File: src/rtl/alu_mul_seq.sv
// ---------------------------------------------------------------------------
// alu_mul_seq
// Purpose:
//   A multi-cycle shift-add multiplier that borrows the EX-stage ALU adder.
//   It sits between the EX-stage operand muxes and the ALU. While idle it
//   passes the pipeline operands straight through. While multiplying it owns
//   the ALU, issues one ADD per cycle and stalls the pipeline. It produces
//   the low XLEN bits of the product (RV32 MUL semantics).
//
// Optional feature:
//   MUL_EARLY_EXIT_EN - when defined, RUN ends as soon as no multiplier bits
//   remain. Results are identical. Latency then depends on the highest set
//   bit of mul_b.
//
// Ports:
//   clk, rst_n            clock (rising edge), synchronous active-low reset
//   start                 multiply request, sampled only in IDLE
//   mul_a, mul_b          multiplicand / multiplier, captured on accepted start
//   ex_op1/ex_op2/ex_aluop  pipeline ALU command
//   alu_op1/alu_op2/alu_aluop  command driven to the ALU
//   alu_result            combinational ALU result
//   busy, stall_o         high in RUN and DONE
//   done                  one-cycle pulse when result is valid
//   result                product low word, held until the next product
// ---------------------------------------------------------------------------
module alu_mul_seq #(
  parameter int         XLEN   = 32,
  parameter int         CNT_W  = 6,
  parameter logic [3:0] ADD_OP = 4'b0000
) (
  input  logic            clk,
  input  logic            rst_n,
  input  logic            start,
  input  logic [XLEN-1:0] mul_a,
  input  logic [XLEN-1:0] mul_b,
  input  logic [XLEN-1:0] ex_op1,
  input  logic [XLEN-1:0] ex_op2,
  input  logic [3:0]      ex_aluop,
  output logic [XLEN-1:0] alu_op1,
  output logic [XLEN-1:0] alu_op2,
  output logic [3:0]      alu_aluop,
  input  logic [XLEN-1:0] alu_result,
  output logic            busy,
  output logic            stall_o,
  output logic            done,
  output logic [XLEN-1:0] result
);

  typedef enum logic [1:0] {
    IDLE = 2'd0,
    RUN  = 2'd1,
    DONE = 2'd2
  } state_t;

  localparam logic [CNT_W-1:0] LAST_STEP = CNT_W'(XLEN - 1);

  state_t            state_q, state_d;
  logic [XLEN-1:0]   acc_q, acc_d;
  logic [XLEN-1:0]   mcand_q, mcand_d;
  logic [XLEN-1:0]   mplier_q, mplier_d;
  logic [CNT_W-1:0]  cnt_q, cnt_d;
  logic [XLEN-1:0]   result_q, result_d;

  // State and datapath registers; reset aborts any multiply in flight.
  always_ff @(posedge clk) begin
    if (!rst_n) begin
      state_q  <= IDLE;
      acc_q    <= '0;
      mcand_q  <= '0;
      mplier_q <= '0;
      cnt_q    <= '0;
      result_q <= '0;
    end else begin
      state_q  <= state_d;
      acc_q    <= acc_d;
      mcand_q  <= mcand_d;
      mplier_q <= mplier_d;
      cnt_q    <= cnt_d;
      result_q <= result_d;
    end
  end

  // Next-state, datapath and ALU-port steering.
  always_comb begin
    state_d   = state_q;
    acc_d     = acc_q;
    mcand_d   = mcand_q;
    mplier_d  = mplier_q;
    cnt_d     = cnt_q;
    result_d  = result_q;
    alu_op1   = ex_op1;
    alu_op2   = ex_op2;
    alu_aluop = ex_aluop;
    busy      = 1'b0;
    done      = 1'b0;
    result    = result_q;

    case (state_q)
      IDLE: begin
        if (start) begin
          acc_d    = '0;
          mcand_d  = mul_a;
          mplier_d = mul_b;
          cnt_d    = '0;
          // A zero multiplier needs no add steps; the cleared acc is the answer.
          state_d  = (mul_b == '0) ? DONE : RUN;
        end
      end

      RUN: begin
        busy      = 1'b1;
        alu_op1   = acc_q;
        alu_op2   = mplier_q[0] ? mcand_q : '0;
        alu_aluop = ADD_OP;
        acc_d     = alu_result;
        mcand_d   = mcand_q << 1;
        mplier_d  = mplier_q >> 1;
        cnt_d     = cnt_q + CNT_W'(1);
        if (cnt_q == LAST_STEP) begin
          state_d = DONE;
        end
`ifdef MUL_EARLY_EXIT_EN
        // Remaining multiplier bits are all zero, so further adds contribute nothing.
        else if (mplier_d == '0) begin
          state_d = DONE;
        end
`endif
      end

      DONE: begin
        // result is shown combinationally so it is valid alongside the done pulse.
        busy     = 1'b1;
        done     = 1'b1;
        result   = acc_q;
        result_d = acc_q;
        state_d  = IDLE;
      end

      default: begin
        state_d = IDLE;
      end
    endcase
  end

  assign stall_o = busy;

endmodule

File: config.mk
export PLATFORM = sky130hd
export DESIGN_NAME = alu_mul_seq
export DESIGN_NICKNAME = d
export VERILOG_FILES = /design/src/rtl/alu_mul_seq.sv
export SDC_FILE = /design/constraint.sdc
export NUM_CORES = 1
export LEC_CHECK = 0
export ABC_AREA = 1
export ABC_CLOCK_PERIOD_IN_PS = 1550
export BUFFER_PORTS_ARGS = -buffer_cell sky130_fd_sc_hd__buf_2
export CORE_MARGIN = 3
export CORE_UTILIZATION = 35
export DETAILED_ROUTE_END_ITERATION = 8
export REMOVE_ABC_BUFFERS = 1
export SYNTH_ARGS = -nofsm -noshare
export SYNTH_HDL_FRONTEND = slang
export SYNTH_SLANG_ARGS = --single-unit
File: constraint.sdc
create_clock -name clk -period 1.55 [get_ports clk]
set_input_delay 0.31 -clock clk [delete_from_list [all_inputs] [get_ports clk]]
set_output_delay 0.31 -clock clk [all_outputs]
set_load 0.01 [all_outputs]
==> out/metrics.yaml <==
grt_usage_pct: 22.9
crit_family: "buffers and inverters"
reg2reg_depth: 13
syn_area_um2: 6280
cts_sinks: 136
netSwitchingPower_mw: 8.23
p_per_area_nw_per_um2: 1910
ys_seq_area_share_pct: 43.3
worst-path-buf-inv: 5
dp_slack_ns: -0.141
whs_path_depth: 3
min_period_over_period_pct: 125
avgRoutedWirePerCell_um: 16.1
worstHoldEndpoint: "acc_q[28]"
p_leak_nw: 5.35
cap_viol_max_count: 0
rsz0062_at_grt: "true"
synth_area_per_cell_um2: 6.46
fin_crit_ns: 1.94
slowest_stage: "dfxtp_2"
synthToLayoutAreaGrowth_pct: 79.7
viasPerCell: 4.95
relSlewSlack_pct: 77.6
cts_tree: "yes"
clock-skew-final_ns: 0.00615
r2r_start: "state_q[1]"
min_path_type: "input port to register"
die_h_um: 140
fin_cells: 1571
die_w_um: 140
clock_latency_ns: 0.42
finalHoldViolCount: 0
p_comb_share_pct: 56.8
first_pass_iters: 4
setup_tns_ns: -60.07
fin_ws_ns: -0.393
cts.htree.levels: 4
worst_pin_slew_ns: 0.336
drive_gt1_share_pct: 46.8
fillerInstances: 1466
root_buffer: "clkbuf_16"
port_buffers: 269
gp_congestion: 0.775
reg2reg_to: "mplier_q[1]"
clkSlewWorstSetupHoldPaths_ns: 0.06
overflow: 0
dieArea_um2: 19600
netSwitchingFraction_pct: 38.1
max_freq_mhz: 515
synth_cell_types: 19
ioPinCount: 270
ant_nets: 0
internal_power_mw: 13.4
nNetsFinal: 1504
hold_ws_ns: 0.135
hp-start: "alu_result[28]"
cp_data_arrival_time_ns: 1.63
grt_pass1_vias: 7271
max-clock-path-buffers: 2
required_ns: 1.24
antenna_found_initial: 0
peakVddDrop_uv: 1030
r2r_setup_slack_ns: -0.31
coreArea_um2: 17400
synth_largest_area_cell: "dfxtp_1"
yosysWarnings: 0
grt_start_max_net_pins: 58
status: "complete, but fails checks"
worstSetupEndpointType: "primary output"
violations: "setup timing"
busiest_layer: "met2"
diodes: 0
routed_wl_um: 25300
vias: 7769
cts_made_buffers: 17
clkPwrFrac_pct: 19.8
cp_cell_sequence: "inv_2, ha_4, clkinv_8, buf_12, buf_4, nand2_1, nand2_1, buf_2"
fp-row-count: 48
dp_hpwl_um: 14000
final_common_cell: "nand2_1"
grt_use_met2_pct: 39.2
synth-seq-cells: 136
dpl.cell_count: 1475
critPathLaunch: "state_q[1]"
worstSetupStartpointType: "register"
final_cell_mix: "nand2_1, buf_2, dfxtp_1"
critPathKind: "register to primary output"
setup_violations: 205
path_max_fanout: 23
netlist.area_leader.share_pct: 43.3
grt_pass1_wl_um: 36500
grt_util_met1_pct: 28.7
grt_util_met3_pct: 4.75
netlist_instances: 973
initial_core_util_pct: 36.1
cp_slowest_stage_delay_ns: 0.32
synth_top_cells_by_area: "dfxtp_1, nand2_1, a31oi_1"
seq_power_share_pct: 23.4
report.final.slew_viol_count: 0
drt_iter0_drc: 504
route.detailed.drc: 0
cpMostUsedCell: "nand2_1"
==> per-layer routing <==
metal / vias to the layer above / share of wire [%]
li1: 3886 / -
met1: 3559 / 43
met2: 290 / 50
met3: 34 / 6.1
met4: 0 / 1.7
met5: - / 0
==> registers in the layout, summed over array words and instances (netlist names) <==
| signal | flops |
|---|---|
| result_q | 32 |
| mcand_q | 32 |
| mplier_q | 32 |
| acc_q | 32 |
| state_q | 2 |
| cnt_q | 6 |
==> through the flow <==
step | power, mW | area, µm² | util [%]
3_3_place_gp | 11.5 | 8440 | 48.5
6_report | 21.6 | 11300 | 64.8
4_1_cts | 19.2 | 10000 | 57.6
2_1_floorplan | 8.67 | 5980 | -
5_1_grt | 22.7 | 11300 | 64.8
3_5_place_dp | 11.5 | 8440 | 48.5
==> worst register-to-register path, cell delays in order, from the launching register on <==
cell	delay [ns]
dfxtp_2	0.32
inv_2	0.07
ha_4	0.19
clkinv_8	0.08
buf_4	0.14
buf_6	0.12
nand2_4	0.06
o21ai_4	0.06
inv_2	0.09
buf_8	0.14
buf_12	0.11
buf_12	0.12
o21ai_1	0.06
a31oi_1	0.20
==> synth_stat cells <==
cell,count
inv_2,5
nor2_1,34
buf_2,18
o21ai_0,21
a31oi_1,62
o21ai_1,13
clkbuf_1,43
xnor2_1,1
a21oi_1,72
inv_1,11
ha_1,4
dfxtp_1,136
o21ai_2,1
nor3b_1,1
buf_1,5
nand2_1,507
buf_4,5
nand3_1,33
nor3_1,1
==> power by group through the flow <==
stage | Clock [mW] | Combinational (mW) | Sequential (mW)
after floorplan | 0 | 3.68 | 4.99
after global placement | 0 | 6.51 | 4.98
after detailed placement | 0 | 6.56 | 4.98
after CTS | 4.34 | 9.88 | 4.94
after global routing | 4.51 | 13.0 | 5.17
final | 4.29 | 12.3 | 5.05
==> how the worst max path moves through the flow <==
| stage | endpoint | slack (ns) | depth (start not counted) |
|---|---|---|---|
| after floorplan | cnt_q[0] | -4.43 | 6 |
| after global placement | mcand_q[24] | -0.09 | 11 |
| after detailed placement | mcand_q[17] | -0.14 | 8 |
| after CTS | alu_op2[16] | -0.41 | 7 |
| after global routing | alu_op1[20] | -0.47 | 8 |
| final | alu_op1[20] | -0.39 | 8 |
==> logic make-up (layout without fill, tap and decap cells) <==
family / Yosys count / after routing / synth area share, %
AO/OA/AOI/OAI: 169 / 169 / 14.8
buffers and inverters: 87 / 460 / 5.85
AND/OR/NAND/NOR: 576 / 576 / 35.1
adder cells (fa/ha/maj): 4 / 4 / 0.796
flip-flops: 136 / 136 / 43.3
XOR/XNOR: 1 / 1 / 0.139
==> final cells by class <==
class	instances	area [µm²]	share of cell area, %
sequential	136	2730	24.2
multi-input combinational	750	3980	35.2
clock inverter	13	176	1.56
tap	225	282	2.49
timing repair buffer	412	3590	31.8
inverter	16	96.3	0.853
clock buffer	19	443	3.92
==> timing repair <==
| action | 4_1_cts | 5_1_grt |
|---|---|---|
| gates resized for setup | 94 | 243 |
| hold buffers | 0 | 0 |
| hold endpoints to repair | 0 | 0 |
| setup endpoints to repair | 202 | 207 |
| buffers inserted | 19 | 16 |
| pin swaps | 5 | 64 |
| cloned | 20 | 17 |
Note: power is estimated with default switching activity, not from simulation.
